**config.mk**
```make
export PLATFORM = sky130hd
export DESIGN_NAME = fwd_hazard_scoreboard
export DESIGN_NICKNAME = d
export VERILOG_FILES = /design/src/rtl/fwd_hazard_scoreboard.sv
export SDC_FILE = /design/constraint.sdc
export NUM_CORES = 1
export LEC_CHECK = 0
export ABC_CLOCK_PERIOD_IN_PS = 2700
export CORE_AREA = 2 2 83 85
export CTS_BUF_LIST = sky130_fd_sc_hd__clkbuf_16
export DETAILED_ROUTE_END_ITERATION = 10
export DIE_AREA = 0 0 85 87
export DONT_BUFFER_PORTS = 1
export GPL_ROUTABILITY_DRIVEN = 0
export PLACE_DENSITY_LB_ADDON = 0.08
export SYNTH_ARGS = -nofsm -noshare
export SYNTH_HDL_FRONTEND = slang
export SYNTH_SLANG_ARGS = --single-unit
```
**constraint.sdc**
```tcl
create_clock -name clk -period 2.7 [get_ports clk]
set_input_delay 0.135 -clock clk [delete_from_list [all_inputs] [get_ports clk]]
set_output_delay 0.135 -clock clk [all_outputs]
set_load 0.02 [all_outputs]
```
**src/rtl/fwd_hazard_scoreboard.sv**
```systemverilog
// fwd_hazard_scoreboard: EX operand forwarding, load-use/scoreboard stall and multi-cycle watchdog.
// Optional perf counters enabled by defining FWD_PERF_CNT_EN.
module fwd_hazard_scoreboard #(
  parameter int NUM_READ   = 3,
  parameter int NUM_STAGES = 2,
  parameter int MC_TIMEOUT = 64,
  parameter int SEL_W      = $clog2(NUM_STAGES+1)
) (
  input  logic                    clk,
  input  logic                    rst_n,
  input  logic [NUM_READ*5-1:0]   rs_addr,
  input  logic [NUM_READ-1:0]     rs_used,
  input  logic [NUM_STAGES*5-1:0] src_rd,
  input  logic [NUM_STAGES-1:0]   src_we,
  input  logic [NUM_STAGES-1:0]   src_ready,
  input  logic                    issue_valid,
  input  logic [4:0]              issue_rd,
  input  logic                    issue_mc,
  input  logic                    flush,
  input  logic                    mc_wb_valid,
  input  logic [4:0]              mc_wb_rd,
  output logic [NUM_READ*SEL_W-1:0] fwd_sel,
  output logic                    stall,
  output logic                    mc_busy,
`ifdef FWD_PERF_CNT_EN
  output logic [31:0]             perf_stall_cycles,
  output logic [31:0]             perf_fwd_hits,
`endif
  output logic                    mc_err
);
  localparam int CW = $clog2(MC_TIMEOUT+1);
  logic [31:0]   pending_q, pending_d;
  logic          busy_q, busy_d, err_q, err_d;
  logic [CW-1:0] cnt_q, cnt_d;
  logic [4:0]    rs;
  logic          hit, lu_stall, raw, waw, strct, mc_set;
  always_comb begin
    fwd_sel  = '0;
    lu_stall = 1'b0;
    raw      = 1'b0;
    rs       = '0;
    hit      = 1'b0;
    for (int p = 0; p < NUM_READ; p++) begin
      rs  = rs_addr[p*5 +: 5];
      hit = 1'b0;
      if (rs_used[p] && rs != 5'd0) begin
        // youngest matching stage wins; an unready winner stalls rather than falling back to an older copy
        for (int s = 0; s < NUM_STAGES; s++) begin
          if (!hit && src_we[s] && src_rd[s*5 +: 5] == rs) begin
            hit = 1'b1;
            fwd_sel[p*SEL_W +: SEL_W] = SEL_W'(s+1);
            lu_stall = lu_stall | ~src_ready[s];
          end
        end
        raw = raw | pending_q[rs];
      end
    end
  end
  assign waw    = pending_q[issue_rd];
  assign strct  = issue_mc & busy_q & ~mc_wb_valid;
  assign stall  = issue_valid & ~flush & (lu_stall | raw | waw | strct);
  assign mc_set = issue_valid & ~flush & ~stall & issue_mc;
  always_comb begin
    pending_d = pending_q;
    if (mc_wb_valid) pending_d[mc_wb_rd] = 1'b0;
    if (mc_set) pending_d[issue_rd] = 1'b1;
    pending_d[0] = 1'b0;
    busy_d = mc_set | (busy_q & ~mc_wb_valid);
    cnt_d  = (!busy_q || mc_set || mc_wb_valid) ? '0 :
             (cnt_q == CW'(MC_TIMEOUT)) ? cnt_q : cnt_q + CW'(1);
    err_d  = err_q | (cnt_d == CW'(MC_TIMEOUT));
  end
  always_ff @(posedge clk or negedge rst_n) begin
    if (!rst_n) begin
      pending_q <= '0;
      busy_q    <= 1'b0;
      cnt_q     <= '0;
      err_q     <= 1'b0;
    end else begin
      pending_q <= pending_d;
      busy_q    <= busy_d;
      cnt_q     <= cnt_d;
      err_q     <= err_d;
    end
  end
  assign mc_busy = busy_q;
  assign mc_err  = err_q;
`ifdef FWD_PERF_CNT_EN
  logic [31:0] stall_cnt_q, hit_cnt_q;
  always_ff @(posedge clk or negedge rst_n) begin
    if (!rst_n) begin
      stall_cnt_q <= '0;
      hit_cnt_q   <= '0;
    end else begin
      stall_cnt_q <= stall_cnt_q + {31'd0, stall};
      hit_cnt_q   <= hit_cnt_q + {31'd0, (|fwd_sel) & ~stall};
    end
  end
  assign perf_stall_cycles = stall_cnt_q;
  assign perf_fwd_hits     = hit_cnt_q;
`endif
endmodule

```
==> run summary, run 1 <==
Period utilisation layout -> 95.8%
Post-CTS setup buffers -> 0
Slew Limit Headroom -> 57.8%
Top-area cell type share of the netlist area -> 26.5%
Final setup fails -> 0
Dominant cell type by area after synthesis -> dfrtp_1
Initial antenna violation count -> 0
Peak supply drop -> 0.000315 V
CTS Sinks -> 40
Worst skew pair latency -> 0.28 ns
Die height -> 87 um
Total number of vias -> 3210
Num rows -> 30
EDFF count, synth -> 0
Tightest Pin Transition -> 0.625 ns
Slowest-stage cell, CP -> mux4_1
Die Area -> 0.00740 mm^2
Antenna diodes -> 0
Die W -> 85 um
Layout fillers -> 583
Clock buffer depth -> 2
Post-Syn Area -> 0.00377 mm^2
Hold Path Class -> in -> reg
Seq/Total Area, Yosys -> 26.5%
#FFs+latches synth -> 40
Status -> finished, final reports clean
Cells after DPL -> 459
Max Cap Viol -> 0
Post-synth top cells -> 40 x dfrtp_1, 33 x o21ai_0, 30 x nand3_1, 30 x o21ai_2, 28 x nand2_1
Fin area -> 0.00396 mm^2
CP Capture Type -> output port
ANT nets after route -> 0
Yosys cell types -> 54
Vias in the first global route -> 3114
Ys Warns -> 0
Syn Nets -> 453
Setup Crit Path Kind -> reg -> out
Leakage -> 1.54 nW
Startpoint Class -> flop
Total grt overflow -> 0
Htree depth -> 2
Wire per inst -> 22.8 um
Max incr delay on CP -> 0.57 ns
Vias per std cell -> 6.83
Worst-path maximum fanout -> 5
First-pass GRT wire length -> 16900 um
Post-synthesis average cell area -> 9.37 um^2
Post-synth top flop -> dfrtp_1
DP HPWL -> 7920 um
Iter 0 DRT Violations -> 186
Slew Limit Fails -> 0
Fmax -> 386 MHz
Ports -> 57
Largest net degree at the start of global routing -> 41
CP required -> 2.57 ns
Post-synth ARST share -> 100%
Crit path time final -> 2.59 ns
Core area -> 0.00657 mm^2
Most common cell in the netlist -> dfrtp_1
Clk pin slew, worst setup/hold paths -> 0.06 ns
First-pass detailed-route iteration total -> 4
Total GRT Usage -> 29.7%
DRC -> 0
Initial Utilization -> 57.5%
Fin. Hold Viols -> 0
Pwr/cell area -> 434 mW/mm^2
Syn-to-layout area delta -> 4.91%
# nets final -> 439
Share of layout cells above drive strength 1 -> 18.5%
Clk_skew -> 0.00659 ns
Port Buffer Count -> 0
DP Area -> 0.00378 mm^2
Post-Route WL -> 10700 um
Cts bufs inserted -> 5
Worst hold slack -> 0.000925 ns
Largest cells by area after synthesis -> dfrtp_1 27%, mux4_2 11%, o21ai_2 7.0%
Post-Syn Instances -> 403
CP cell instances -> mux4_1 > a22oi_1 > o211a_1 > nand4_2 > a2111oi_4 > a31oi_2
CTS tree -> built
Critical Path AT -> 2.45 ns
CTS root buf -> clkbuf_16
Non-filler cells, final -> 470
==> through the flow <==
stage               utilization (%)  setup WS, ns  setup TNS, ns  total power, W
global placement               57.5         0.172              0         0.00114
finish                         60.3         0.112              0         0.00172
global route                   60.3       -0.0233         -0.170         0.00179
detailed placement             57.5         0.170              0         0.00115
CTS                            60.2        0.0616              0         0.00171
floorplan                         -         0.367              0         0.00111
==> routing by layer <==
layer  up-vias  global-route usage, %  part of all wire, %
met2       151                   48.0                   48
met5         -                      0                    0
met3        16                   4.64                  7.4
met4         0                   8.08                  1.7
li1       1473                      -                    -
met1      1570                   42.0                   43
==> power by group <==
group / internal [W] / switching, W
registers: 0.000653 / 0.0000798
clock network: 0.000332 / 0.000223
logic: 0.000219 / 0.000213
total: 0.00120 / 0.000516
==> cell type report <==
| cell class | count | area (um^2) | share of cell area (%) |
|---|---|---|---|
| clock buffers | 5 | 125 | 3.16 |
| flip-flops and latches | 40 | 1000 | 25.3 |
| repair buffers | 8 | 90.1 | 2.27 |
| well taps | 80 | 100 | 2.53 |
| multi-input cells | 326 | 2600 | 65.7 |
| inverters | 8 | 30.0 | 0.758 |
| clock inverters | 3 | 11.3 | 0.284 |
==> worst max-delay path: cells and delay by family (launching register included) <==
kind             cells  cell delay [ns]
AO/OA/AOI/OAI        4             1.03
AND/OR/NAND/NOR      1             0.13
multiplexers         1             0.57
flip-flops           1             0.44
==> repair_timing <==
| action | in CTS | in global routing |
|---|---|---|
| resized for setup | 0 | 1 |
| hold endpoints to repair | 41 | 0 |
| hold buffers | 3 | 0 |
| setup endpoints to repair | 0 | 1 |
==> final timing paths <==
| check | startpoint | endpoint | slack (ns) | cells after the start |
|---|---|---|---|---|
| max in group asynchronous | rst_n | pending_q[18] | 2.18 | 2 |
| worst min-delay path | issue_mc | pending_q[25] | 0.0009 | 2 |
| worst min register to register | cnt_q[6] | cnt_q[6] | 0.59 | 2 |
| min in group asynchronous | rst_n | pending_q[11] | 0.32 | 2 |
| worst max register to register | pending_q[6] | pending_q[14] | 0.13 | 8 |
| worst max-delay path | pending_q[13] | stall | 0.11 | 6 |
==> layout by cell type, fill, tap and decap left out, types with 5 or more instances in the layout <==
master,netlist,final
a21oi_1,6,6
and3_1,5,5
clkbuf_16,0,5
dfrtp_1,40,40
inv_1,8,10
mux2i_1,20,20
mux4_1,5,5
mux4_2,19,19
nand2_1,28,28
nand3_1,30,30
nand3b_1,11,11
nor2_1,25,25
nor2b_1,7,7
nor3_1,7,7
nor3b_1,5,5
o21ai_0,33,33
o21ai_1,6,6
o21ai_2,30,30
xnor2_1,16,16
xor2_1,19,19
==> sequential cells by signal (all words and copies together), names as in the netlist <==
signal,cells
pending_q,31
cnt_q,7
mc_busy,1
mc_err,1
==> logic make-up (layout without fill, tap and decap cells) <==
| family | Yosys count | count (layout) | synth area share (%) |
|---|---|---|---|
| compound gates | 92 | 92 | 17.6 |
| xor+xnor | 35 | 35 | 8.12 |
| fa+ha+maj | 2 | 2 | 0.663 |
| buf+inv | 37 | 24 | 4.71 |
| flops | 40 | 40 | 26.5 |
| mux | 45 | 45 | 20.4 |
| simple gates | 152 | 152 | 22.0 |
Power figures use the tool's default switching activity.
==> run 2, diff against run 1 <==
Settings changed: ABC_CLOCK_PERIOD_IN_PS 2700 to 3350, CTS_CLUSTER_DIAMETER set to 120, GPL_ROUTABILITY_DRIVEN 0 to unset.
Clock period 2.7 ns to 3.35 ns, I/O delays scaled along.
==> run 2 against run 1 <==
  * Final area fell by 1.4%
  * Sequential power fell by 19%
  * Register-to-register slack improved by 0.52 ns
  * Flip-flop and latch count stayed put
  * Combinational power decreased by 24%
  * Worst hold slack better by 0.033 ns
  * Cell count down 1.1%
  * Sequential share of layout area rose by 0.35 points
  * Clock-buffer cell count unchanged
  * Die area did not move
  * Via count rose by 0.53%
  * Largest power group unchanged
  * Global-route usage shrank 0.27 points
==> run summary, run 2 (synthesized netlist as in run 1, its figures left out) <==
DP HPWL -> 7810 um (was 7920 um)
CP bufs+invs -> 1 (was 0)
Status -> finished, final reports clean (unchanged)
Number of gates resized after CTS -> 0 (unchanged)
DRC -> 0 (unchanged)
CP required -> 3.55 ns (was 2.57 ns)
Tightest Pin Transition -> 0.821 ns (was 0.625 ns)
Most frequent cell on the critical path -> a2111oi_4
Vias in the first global route -> 3170 (was 3114)
Antenna diodes -> 0 (unchanged)
Cts bufs inserted -> 5 (unchanged)
Placer congestion estimate -> 0.871
Die Area -> 0.00740 mm^2 (unchanged)
Port Buffer Count -> 0 (unchanged)
Num rows -> 30 (unchanged)
Critical Path AT -> 2.90 ns (was 2.45 ns)
Unrepaired setup endpoints after global routing -> no
Die height -> 87 um (unchanged)
CTS root buf -> clkbuf_16 (unchanged)
Most common cell after layout, fill and taps aside -> dfrtp_1 (unchanged)
CP Capture Type -> flop (was output port)
Total GRT Usage -> 29.4% (was 29.7%)
Max Cap Viol -> 0 (unchanged)
Initial Utilization -> 57.5% (unchanged)
Iter 0 DRT Violations -> 164 (was 186)
Crit. path cell count -> 8 (was 6)
Clock buffer depth -> 2 (unchanged)
CP delay by family, top -> compound AO/OA/AOI/OAI gates (unchanged)
Slowest-stage cell, CP -> mux4_2 (was mux4_1)
Core area -> 0.00657 mm^2 (unchanged)
Worst hold slack -> 0.0341 ns (was 0.000925 ns)
Slew Limit Fails -> 0 (unchanged)
Reg2Reg Depth -> 8 (unchanged)
Worst-path maximum fanout -> 32 (was 5)
Startpoint Class -> flop (unchanged)
Commonest cells after routing, fill and taps aside -> 40 x dfrtp_1, 33 x o21ai_0, 30 x nand3_1, 30 x o21ai_2, 28 x nand2_1 (unchanged)
Initial antenna violation count -> 0 (unchanged)
Post-Route WL -> 10600 um (was 10700 um)
Total grt overflow -> 0 (unchanged)
Worst skew pair latency -> 0.28 ns (about the same)
First-pass GRT wire length -> 16800 um (was 16900 um)
Share of layout cells above drive strength 1 -> 17.9% (was 18.5%)
Cells on Worst Hold Path -> 2 (unchanged)
Die W -> 85 um (unchanged)
Number of flip-flops in the largest register -> 31 (unchanged)
Wire per inst -> 22.8 um (about the same)
Slew Limit Headroom -> 45.2% (was 57.8%)
Max incr delay on CP -> 0.46 ns (was 0.57 ns)
Total number of vias -> 3227 (was 3210)
Final setup fails -> 0 (unchanged)
CTS Sinks -> 40 (unchanged)
Finished Core Util -> 59.5% (was 60.3%)
Hold Path Class -> in -> reg (unchanged)
Syn-to-layout area delta -> 3.48% (was 4.91%)
R2R Path End -> pending_q[30] (was pending_q[14])
Peak supply drop -> 0.000296 V (was 0.000315 V)
Period utilisation layout -> 80.6%
First-pass detailed-route iteration total -> 5 (was 4)
Sum Neg Setup Slack -> 0 ns (unchanged)
Pwr/cell area -> 349 mW/mm^2 (was 434 mW/mm^2)
Largest registers -> pending_q x31, cnt_q x7 (unchanged)
Largest net degree at the start of global routing -> 41 (unchanged)
Worst r2r src -> pending_q[28] (was pending_q[6])
Hold Startpoint -> issue_mc (unchanged)
Ports -> 57 (unchanged)
Setup Crit Path Kind -> reg -> reg (was reg -> out)
Most flop-heavy register -> pending_q (unchanged)
Worst hold endpoint -> pending_q[31] (was pending_q[25])
Fin. Hold Viols -> 0 (unchanged)
Crit path time final -> 2.70 ns
Htree depth -> 2 (unchanged)
# nets final -> 435 (was 439)
Fmax -> 370 MHz
Clk pin slew, worst setup/hold paths -> 0.06 ns (about the same)
Layout fillers -> 579 (was 583)
Worst reg-to-reg setup slack -> 0.65 ns (was 0.13 ns)
ANT nets after route -> 0 (unchanged)
CP cell instances -> mux4_2 > and4_1 > a2111oi_4 > nand4_2 > a2111oi_4 > nand3_2 > buf_4 > o21ai_2 (was mux4_1 > a22oi_1 > o211a_1 > nand4_2 > a2111oi_4 > a31oi_2)
CTS tree -> built (unchanged)
Leakage -> 1.51 nW (was 1.54 nW)
Clk_skew -> 0.00454 ns (was 0.00659 ns)
Vias per std cell -> 6.94 (was 6.83)
==> run 2: cell count changes in the layout (fill, tap and decap cells not counted), sizes merged <==
cell	before	now
inv	10	9
dlygate4sd3	2	1
buf	6	3
==> run 2: per-layer routing <==
metal | wire length (um) | vias to the layer above | track usage [%]
li1 | - | 1473 | -
met1 | 4440 | 1575 | 40.7
met2 | 5010 | 155 | 46.9
met3 | 866 | 24 | 4.93
met4 | 265 | 0 | 11.0
met5 | 0 | - | 0
==> run 2: area by class of cell <==
cell class	instances	area (um^2)	share of cell area, %
clock buffers	5	125	3.20
clock inverters	2	8.76	0.224
inverters	8	30.0	0.769
multi-input cells	326	2600	66.5
flip-flops and latches	40	1000	25.6
well taps	80	100	2.56
repair buffers	4	45.0	1.15
==> run 2: report_power, final <==
group / total, W / internal [W] / leakage, nW / switching [W]
logic: 0.000330 / 0.000166 / 0.893 / 0.000164
registers: 0.000590 / 0.000526 / 0.547 / 0.0000644
clock network: 0.000445 / 0.000267 / 0.0709 / 0.000177
total: 0.00136 / 0.000959 / 1.51 / 0.000406
==> run 2: worst max-delay path by stage <==
stage,from,endpoint,slack (ns)
global placement,pending_q[31],pending_q[30],0.74
floorplan,rs_addr[0],stall,0.99
global route,pending_q[11],pending_q[30],0.56
CTS,pending_q[11],pending_q[30],0.68
finish,pending_q[28],pending_q[30],0.65
detailed placement,pending_q[11],pending_q[30],0.71
==> run 2: timing repair <==
action / in CTS / in global routing
setup buffers: 0 / 0
endpoints found under the hold margin: 40 / 0
hold buffers: 2 / 0
==> run 2: stage by stage <==
step,setup slack [ns],std cells,power [W],area [um^2]
after detailed placement,0.712,456,0.000910,3740
after global placement,0.745,456,0.000902,3740
after CTS,0.684,465,0.00136,3910
after global routing,0.558,465,0.00143,3910
final,0.649,465,0.00136,3910
after floorplan,0.985,403,0.000891,3770
==> run 2: worst register-to-register path, cell delays in order (launching register included) <==
cell       delay (ns)
dfrtp_1          0.43
mux4_2           0.46
and4_1           0.23
a2111oi_4        0.31
nand4_2          0.17
a2111oi_4        0.34
nand3_2          0.13
buf_4            0.32
o21ai_2          0.23
